==> src/rtl/pong_pkg.sv <==
// ============================================================================
// Module      : pong_pkg
// Description : Shared playfield geometry, coordinate widths and the
//               collision FSM state encoding for the pong datapath.
// Revision    : 1.0 - initial release
// ============================================================================
`default_nettype none

package pong_pkg;

    localparam int SCREEN_W   = 640;
    localparam int SCREEN_H   = 480;
    localparam int BAR_WIDTH  = 96;
    localparam int BAR_HEIGHT = 8;
    localparam int P1_BAR_Y   = 430;
    localparam int P2_BAR_Y   = 20;
    localparam int BALL_SIZE  = 8;

    localparam int X_W   = 10;
    localparam int Y_W   = 9;
    // One bit wider than X_W so that coordinate + extent never wraps.
    localparam int EXT_W = 11;

    typedef enum logic [1:0] {
        IDLE   = 2'd0,
        EVAL   = 2'd1,
        REPORT = 2'd2,
        OVER   = 2'd3
    } state_t;

endpackage

`default_nettype wire

==> src/rtl/collision_detect_if.sv <==
// ============================================================================
// Module      : collision_detect_if
// Description : Position inputs and event/score outputs of collision_detect.
// Revision    : 1.0 - initial release
// ============================================================================
`default_nettype none

interface collision_detect_if;
    import pong_pkg::*;

    logic           frame_tick;
    logic [X_W-1:0] ball_x;
    logic [Y_W-1:0] ball_y;
    logic [X_W-1:0] p1_bar_x;
    logic [X_W-1:0] p2_bar_x;

    logic           paddle_collision;
    logic           paddle_id;
    logic           wall_collision;
    logic           p1_point;
    logic           p2_point;
    logic [3:0]     score_p1;
    logic [3:0]     score_p2;
    logic           game_over;
    logic [7:0]     rally_count;

    modport master (
        output frame_tick, ball_x, ball_y, p1_bar_x, p2_bar_x,
        input  paddle_collision, paddle_id, wall_collision, p1_point,
               p2_point, score_p1, score_p2, game_over, rally_count
    );

    modport slave (
        input  frame_tick, ball_x, ball_y, p1_bar_x, p2_bar_x,
        output paddle_collision, paddle_id, wall_collision, p1_point,
               p2_point, score_p1, score_p2, game_over, rally_count
    );

endinterface

`default_nettype wire

==> src/rtl/rect_overlap.sv <==
// ============================================================================
// Module      : rect_overlap
// Description : Combinational overlap test of two axis-aligned rectangles
//               using half-open extents [x, x+w) x [y, y+h).
// Revision    : 1.0 - initial release
// ============================================================================
`default_nettype none

module rect_overlap
    import pong_pkg::*;
(
    input  wire logic [EXT_W-1:0] i_a_x,
    input  wire logic [EXT_W-1:0] i_a_y,
    input  wire logic [EXT_W-1:0] i_a_w,
    input  wire logic [EXT_W-1:0] i_a_h,
    input  wire logic [EXT_W-1:0] i_b_x,
    input  wire logic [EXT_W-1:0] i_b_y,
    input  wire logic [EXT_W-1:0] i_b_w,
    input  wire logic [EXT_W-1:0] i_b_h,
    output logic                  o_overlap
);

    logic w_x_ovl;
    logic w_y_ovl;

    assign w_x_ovl   = (i_a_x < (i_b_x + i_b_w)) && (i_b_x < (i_a_x + i_a_w));
    assign w_y_ovl   = (i_a_y < (i_b_y + i_b_h)) && (i_b_y < (i_a_y + i_a_h));
    assign o_overlap = w_x_ovl && w_y_ovl;

endmodule

`default_nettype wire

==> src/rtl/collision_detect.sv <==
// ============================================================================
// Module      : collision_detect
// Description : Per-frame paddle/wall/miss event generator with scoring.
//               Optional rally counter enabled by macro COLLISION_RALLY_EN.
// Revision    : 1.0 - initial release
// ============================================================================
`default_nettype none

module collision_detect
    import pong_pkg::*;
#(
    parameter int WIN_SCORE = 7
) (
    input  wire logic         clk,
    input  wire logic         reset,
    collision_detect_if.slave bus
);

    localparam logic [EXT_W-1:0] c_ball     = EXT_W'(BALL_SIZE);
    localparam logic [EXT_W-1:0] c_bar_w    = EXT_W'(BAR_WIDTH);
    localparam logic [EXT_W-1:0] c_bar_h    = EXT_W'(BAR_HEIGHT);
    localparam logic [EXT_W-1:0] c_p1_y     = EXT_W'(P1_BAR_Y);
    localparam logic [EXT_W-1:0] c_p2_y     = EXT_W'(P2_BAR_Y);
    localparam logic [EXT_W-1:0] c_screen_w = EXT_W'(SCREEN_W);
    localparam logic [3:0]       c_win      = 4'(WIN_SCORE);

    state_t         r_state;
    logic [X_W-1:0] r_ball_x;
    logic [Y_W-1:0] r_ball_y;
    logic [X_W-1:0] r_p1_x;
    logic [X_W-1:0] r_p2_x;

    logic r_f_p1, r_f_p2, r_f_wall, r_f_top, r_f_bot;

    logic       r_paddle_collision;
    logic       r_paddle_id;
    logic       r_wall_collision;
    logic       r_p1_point;
    logic       r_p2_point;
    logic [3:0] r_score_p1;
    logic [3:0] r_score_p2;
    logic       r_game_over;

    logic [EXT_W-1:0] w_bx;
    logic [EXT_W-1:0] w_by;
    logic             w_c_p1, w_c_p2, w_c_wall, w_c_top, w_c_bot;
    logic             w_new_p1, w_new_p2, w_pad;
    logic             w_wall, w_p1_pt, w_p2_pt;
    logic [3:0]       w_score_p1_nxt;
    logic [3:0]       w_score_p2_nxt;
    logic             w_reach_win;

    assign w_bx = {1'b0, r_ball_x};
    assign w_by = {2'b0, r_ball_y};

    rect_overlap u_hit_p1 (
        .i_a_x     (w_bx),
        .i_a_y     (w_by),
        .i_a_w     (c_ball),
        .i_a_h     (c_ball),
        .i_b_x     ({1'b0, r_p1_x}),
        .i_b_y     (c_p1_y),
        .i_b_w     (c_bar_w),
        .i_b_h     (c_bar_h),
        .o_overlap (w_c_p1)
    );

    rect_overlap u_hit_p2 (
        .i_a_x     (w_bx),
        .i_a_y     (w_by),
        .i_a_w     (c_ball),
        .i_a_h     (c_ball),
        .i_b_x     ({1'b0, r_p2_x}),
        .i_b_y     (c_p2_y),
        .i_b_w     (c_bar_w),
        .i_b_h     (c_bar_h),
        .o_overlap (w_c_p2)
    );

    assign w_c_wall = (w_bx == '0) || ((w_bx + c_ball) >= c_screen_w);
    assign w_c_top  = (w_by < c_p2_y);
    assign w_c_bot  = ((w_by + c_ball) > (c_p1_y + c_bar_h));

    // Events fire only on the rising edge of each contact condition.
    assign w_new_p1 = w_c_p1 && !r_f_p1;
    assign w_new_p2 = w_c_p2 && !r_f_p2;
    assign w_pad    = w_new_p1 || w_new_p2;
    assign w_wall   = w_c_wall && !r_f_wall;
    assign w_p1_pt  = w_c_top && !r_f_top && !w_pad;
    assign w_p2_pt  = w_c_bot && !r_f_bot && !w_pad;

    assign w_score_p1_nxt = (r_p1_point && (r_score_p1 != c_win)) ? r_score_p1 + 4'd1 : r_score_p1;
    assign w_score_p2_nxt = (r_p2_point && (r_score_p2 != c_win)) ? r_score_p2 + 4'd1 : r_score_p2;
    assign w_reach_win    = (w_score_p1_nxt == c_win) || (w_score_p2_nxt == c_win);

    always_ff @(posedge clk) begin
        if (reset) begin
            r_state            <= IDLE;
            r_ball_x           <= '0;
            r_ball_y           <= '0;
            r_p1_x             <= '0;
            r_p2_x             <= '0;
            r_f_p1             <= 1'b0;
            r_f_p2             <= 1'b0;
            r_f_wall           <= 1'b0;
            r_f_top            <= 1'b0;
            r_f_bot            <= 1'b0;
            r_paddle_collision <= 1'b0;
            r_paddle_id        <= 1'b0;
            r_wall_collision   <= 1'b0;
            r_p1_point         <= 1'b0;
            r_p2_point         <= 1'b0;
            r_score_p1         <= '0;
            r_score_p2         <= '0;
            r_game_over        <= 1'b0;
        end else begin
            r_paddle_collision <= 1'b0;
            r_wall_collision   <= 1'b0;
            r_p1_point         <= 1'b0;
            r_p2_point         <= 1'b0;
            case (r_state)
                IDLE: begin
                    if (bus.frame_tick) begin
                        r_ball_x <= bus.ball_x;
                        r_ball_y <= bus.ball_y;
                        r_p1_x   <= bus.p1_bar_x;
                        r_p2_x   <= bus.p2_bar_x;
                        r_state  <= EVAL;
                    end
                end
                EVAL: begin
                    r_paddle_collision <= w_pad;
                    r_wall_collision   <= w_wall;
                    r_p1_point         <= w_p1_pt;
                    r_p2_point         <= w_p2_pt;
                    if (w_pad) begin
                        r_paddle_id <= !w_new_p1;
                    end
                    r_f_p1   <= w_c_p1;
                    r_f_p2   <= w_c_p2;
                    r_f_wall <= w_c_wall;
                    r_f_top  <= w_c_top;
                    r_f_bot  <= w_c_bot;
                    r_state  <= REPORT;
                end
                REPORT: begin
                    r_score_p1 <= w_score_p1_nxt;
                    r_score_p2 <= w_score_p2_nxt;
                    if (w_reach_win) begin
                        r_game_over <= 1'b1;
                        r_state     <= OVER;
                    end else begin
                        r_state <= IDLE;
                    end
                end
                OVER: begin
                    r_state <= OVER;
                end
                default: begin
                    r_state <= IDLE;
                end
            endcase
        end
    end

`ifdef COLLISION_RALLY_EN
    logic [7:0] r_rally;

    // Updated alongside the pulse registers so the count changes in REPORT.
    always_ff @(posedge clk) begin
        if (reset) begin
            r_rally <= '0;
        end else if (r_state == EVAL) begin
            if (w_p1_pt || w_p2_pt) begin
                r_rally <= '0;
            end else if (w_pad && (r_rally != 8'hFF)) begin
                r_rally <= r_rally + 8'd1;
            end
        end
    end

    assign bus.rally_count = r_rally;
`else
    assign bus.rally_count = '0;
`endif

    assign bus.paddle_collision = r_paddle_collision;
    assign bus.paddle_id        = r_paddle_id;
    assign bus.wall_collision   = r_wall_collision;
    assign bus.p1_point         = r_p1_point;
    assign bus.p2_point         = r_p2_point;
    assign bus.score_p1         = r_score_p1;
    assign bus.score_p2         = r_score_p2;
    assign bus.game_over        = r_game_over;

endmodule

`default_nettype wire

==> src/flat_wrapper.sv <==
// flat-port wrapper written by rule: the top's interface ports become plain ports
module collision_detect_flat import pong_pkg::*;
#(
    parameter int WIN_SCORE = 7
)
  (clk, reset, bus_frame_tick, bus_ball_x, bus_ball_y, bus_p1_bar_x, bus_p2_bar_x, bus_paddle_collision, bus_paddle_id, bus_wall_collision, bus_p1_point, bus_p2_point, bus_score_p1, bus_score_p2, bus_game_over, bus_rally_count);
  collision_detect_if bus_i ();
  input  wire logic clk;
  input  wire logic reset;
  input wire logic [$bits(bus_i.frame_tick)-1:0] bus_frame_tick;
  input wire logic [$bits(bus_i.ball_x)-1:0] bus_ball_x;
  input wire logic [$bits(bus_i.ball_y)-1:0] bus_ball_y;
  input wire logic [$bits(bus_i.p1_bar_x)-1:0] bus_p1_bar_x;
  input wire logic [$bits(bus_i.p2_bar_x)-1:0] bus_p2_bar_x;
  output wire logic [$bits(bus_i.paddle_collision)-1:0] bus_paddle_collision;
  output wire logic [$bits(bus_i.paddle_id)-1:0] bus_paddle_id;
  output wire logic [$bits(bus_i.wall_collision)-1:0] bus_wall_collision;
  output wire logic [$bits(bus_i.p1_point)-1:0] bus_p1_point;
  output wire logic [$bits(bus_i.p2_point)-1:0] bus_p2_point;
  output wire logic [$bits(bus_i.score_p1)-1:0] bus_score_p1;
  output wire logic [$bits(bus_i.score_p2)-1:0] bus_score_p2;
  output wire logic [$bits(bus_i.game_over)-1:0] bus_game_over;
  output wire logic [$bits(bus_i.rally_count)-1:0] bus_rally_count;
  assign bus_i.frame_tick = bus_frame_tick;
  assign bus_i.ball_x = bus_ball_x;
  assign bus_i.ball_y = bus_ball_y;
  assign bus_i.p1_bar_x = bus_p1_bar_x;
  assign bus_i.p2_bar_x = bus_p2_bar_x;
  assign bus_paddle_collision = bus_i.paddle_collision;
  assign bus_paddle_id = bus_i.paddle_id;
  assign bus_wall_collision = bus_i.wall_collision;
  assign bus_p1_point = bus_i.p1_point;
  assign bus_p2_point = bus_i.p2_point;
  assign bus_score_p1 = bus_i.score_p1;
  assign bus_score_p2 = bus_i.score_p2;
  assign bus_game_over = bus_i.game_over;
  assign bus_rally_count = bus_i.rally_count;
  collision_detect #(.WIN_SCORE(WIN_SCORE)) u_core (.clk(clk), .reset(reset), .bus(bus_i));
endmodule
==> config.mk <==
export PLATFORM = sky130hd
export DESIGN_NAME = collision_detect_flat
export DESIGN_NICKNAME = d
export VERILOG_FILES = /design/src/rtl/pong_pkg.sv /design/src/rtl/collision_detect_if.sv /design/src/rtl/rect_overlap.sv /design/src/rtl/collision_detect.sv /design/src/flat_wrapper.sv
export SDC_FILE = /design/constraint.sdc
export NUM_CORES = 1
export LEC_CHECK = 0
export ABC_AREA = 1
export BUFFER_PORTS_ARGS = -buffer_cell sky130_fd_sc_hd__buf_2
export CAP_MARGIN = 10
export CORE_MARGIN = 1
export CORE_UTILIZATION = 40
export CTS_CLUSTER_SIZE = 30
export DETAILED_ROUTE_END_ITERATION = 8
export GPL_ROUTABILITY_DRIVEN = 0
export HOLD_SLACK_MARGIN = 0.12
export SETUP_SLACK_MARGIN = 0.15
export SYNTH_ARGS = -nofsm -noshare
export SYNTH_HDL_FRONTEND = slang
export SYNTH_SLANG_ARGS = --single-unit
==> constraint.sdc <==
create_clock -name clk -period 3.2 [get_ports clk]
set_input_delay 0.96 -clock clk [delete_from_list [all_inputs] [get_ports clk]]
set_output_delay 0.96 -clock clk [all_outputs]
set_load 0.01 [all_outputs]
==> reports/results.tsv <==
metric	value	unit
hold_path_end	u_core.bus.wall_collision	
r2r_end	u_core.bus.paddle_id	
path_cells	ha_1 > nand2_1 > nor3_1 > xor2_1 > inv_1 > ha_1 > nand2_1 > inv_1 > nand2_1 > nand2_1 > nand2_2 > nand4_2 > o21ai_0 > a21oi_2	
syn-cell-area	0.00375	sq mm
cts-resized-gates	0	
syn_to_final_growth	14.8	%
power	2.15	mW
r2r_slack	830	ps
worstSetupPathDepth	14	
drt-total-wl	8.61	mm
grt_pass1_vias	3331	
io_buffers	55	
clk_pin_slew	70	ps
finalClockSkew	9.02	ps
cts_made_buffers	9	
cp_common_cell	nand2_1	
viasPerCell	4.92	
cp_slowest_cell	dfxtp_1	
insertion_delay	350	ps
cts-htree-levels	3	
clockBufferDepth	2	
cts_root_buffer	clkbuf_8	
power_density	498	mW/mm^2
final_util	48.5	%
num_vias	3444	
status	complete, no violations	
yosys.area_share.simple	21.9	%
critPathArrivalTime	2610	ps
setup_tns	0	ps
holdBufCountCts	0	
min_period_over_period	74.2	%
fin_nets	674	
p_leak	2.16	nW
critPathMaxFanout	9	
wl_per_cell	12.3	um
setup-violations-final	0	
synth_top_family_by_area	simple AND/OR/NAND/NOR gates	
synth_xor_area_share	3.97	%
rows	34	
grt_overflow	0	
crit_family	simple AND/OR/NAND/NOR gates	
drive_gt1_share	14.0	%
drt_pre_antenna_iters	4	
drtIter0Drc	138	
ys_types	29	
io-pin-count	64	
final_cells	700	
muxShareOfSynthArea	0	%
synth-compound-area-share	15.9	%
rr_startpoint	u_core.r_ball_x[3]	
fmax	0.421	GHz
cts_sinks	60	
hpwl	6.67	mm
worstHoldPathType	reg2reg	
tightest_slew	550	ps
start_util	42.2	%
critPathKind	reg2reg	
grt_start_max_net_pins	39	
rsz0062_at_grt	false	
hold_depth	1	
drc	0	
cts_setup_buffers	0	
synth-warning-count	0	
core	0.00889	sq mm
max_stage_delay	530	ps
layout_min_cycle_time	2370	ps
track_usage	19.3	%
synthAdderAreaFrac	15.0	%
synth-seq-cells	60	
critPathBufInv	2	
synth-seq-area-share	32.0	%
cp_data_required_time	3430	ps
netlist_instances	533	
antenna_found_initial	0	
slew_violations	0	
dieArea	0.00978	sq mm
cap_violations	0	
antenna_left	0	
die_y	98.9	um
grt_pass1_wl	15.2	mm
irDropWorstVdd	223	uV
whs	423	ps
maxSlewHeadroom	62.9	%
avgSynthCellArea	7.04	sq um
r2r_cells	14	
hold_viol	0	
dp_cells	684	
diodes	0	
holdCritStartpoint	u_core.r_f_wall	
die_w	98.9	um
cp-start-kind	flop	
endpoint_kind	flop	
cts_tree	done	
[power by group]
part / internal [mW] / switching (mW)
registers: 0.815 / 0.0790
clock network: 0.403 / 0.307
logic: 0.212 / 0.331
total: 1.43 / 0.717
[cell usage after synthesis (all sizes together)]
master   n  share of area (%)
buf     11                2.0
clkbuf  13                1.3
dfxtp   60                 32
a31oi    1               0.17
ha      45                 15
or2      1               0.17
nand2   88                9.1
inv     78                7.8
conb     1               0.10
a211oi   1               0.20
nor4     5               0.83
nand3   22                3.1
nand4   12                2.2
nor2    57                5.7
o21ai   63                8.4
a21oi   50                6.8
o211ai   1               0.20
xnor2    3               0.70
nor3     5               0.67
a21o     1               0.20
nand3b   1               0.20
xor2    14                3.3
[how the worst max path moves through the flow]
| stage | startpoint | to | slack, ps |
|---|---|---|---|
| 6_report | u_core.r_ball_x[3] | u_core.bus.paddle_id | 830 |
| 5_1_grt | u_core.r_ball_x[3] | u_core.bus.paddle_id | 570 |
| 4_1_cts | u_core.r_ball_x[3] | u_core.bus.paddle_id | 820 |
| 3_5_place_dp | u_core.r_ball_x[3] | u_core.bus.paddle_id | 840 |
| 3_3_place_gp | u_core.r_ball_x[3] | u_core.bus.paddle_id | 890 |
| 2_1_floorplan | u_core.r_ball_x[3] | u_core.bus.paddle_id | 1070 |
[cells in the final DEF (no fill, tap or decap), drive strengths merged]
master	n
bufinv	1
o211ai	1
nand2	88
clkinvlp	2
nor4	5
buf	60
nand3b	1
clkbuf	13
conb	8
dfxtp	60
a31oi	1
or2	1
nor2	57
a21oi	50
nand4	12
nand3	22
a21o	1
ha	45
inv	78
o21ai	63
a211oi	1
xor2	14
xnor2	3
nor3	5
[per-stage QoR]
stage          setup slack (ps)  area [sq um]
6_report                    826          4310
5_1_grt                     573          4310
4_1_cts                     819          4310
3_5_place_dp                836          4110
3_3_place_gp                889          4110
2_1_floorplan              1070          3780
[state kept, by name, indices dropped and copies added, names as in the netlist]
name	count
u_core.bus.p2_point	1
u_core.bus.wall_collision	1
u_core.r_f_top	1
u_core.r_ball_x	10
u_core.bus.score_p1	4
u_core.r_ball_y	9
u_core.r_state	2
u_core.r_p1_x	10
u_core.r_p2_x	10
u_core.r_f_wall	1
u_core.r_f_bot	1
u_core.bus.paddle_id	1
u_core.r_f_p2	1
u_core.bus.p1_point	1
u_core.bus.paddle_collision	1
u_core.bus.game_over	1
u_core.bus.score_p2	4
u_core.r_f_p1	1
[cell families after synthesis]
kind of cell	count (synthesis)
xor+xnor	17
other cells	1
buf+inv	102
compound gates	117
simple gates	191
flops	60
fa+ha+maj	45
[metal layers]
metal | routed length [um] | vias to the layer above | global-route usage, %
met5 | 0 | - | 0
met1 | 4310 | 1548 | 26.5
li1 | - | 1829 | -
met4 | 94 | 0 | 6.31
met3 | 423 | 9 | 3.83
met2 | 3790 | 58 | 30.3
[layout make-up]
type / instances / area [sq um]
fillers: 930 / 4580
multi-input cells: 378 / 2160
flip-flops and latches: 60 / 1200
repair buffers: 60 / 313
inverters: 78 / 293
clock buffers: 13 / 159
well taps: 108 / 135
clock inverters: 3 / 45.0
No activity file was read; power rests on OpenSTA's default activity.
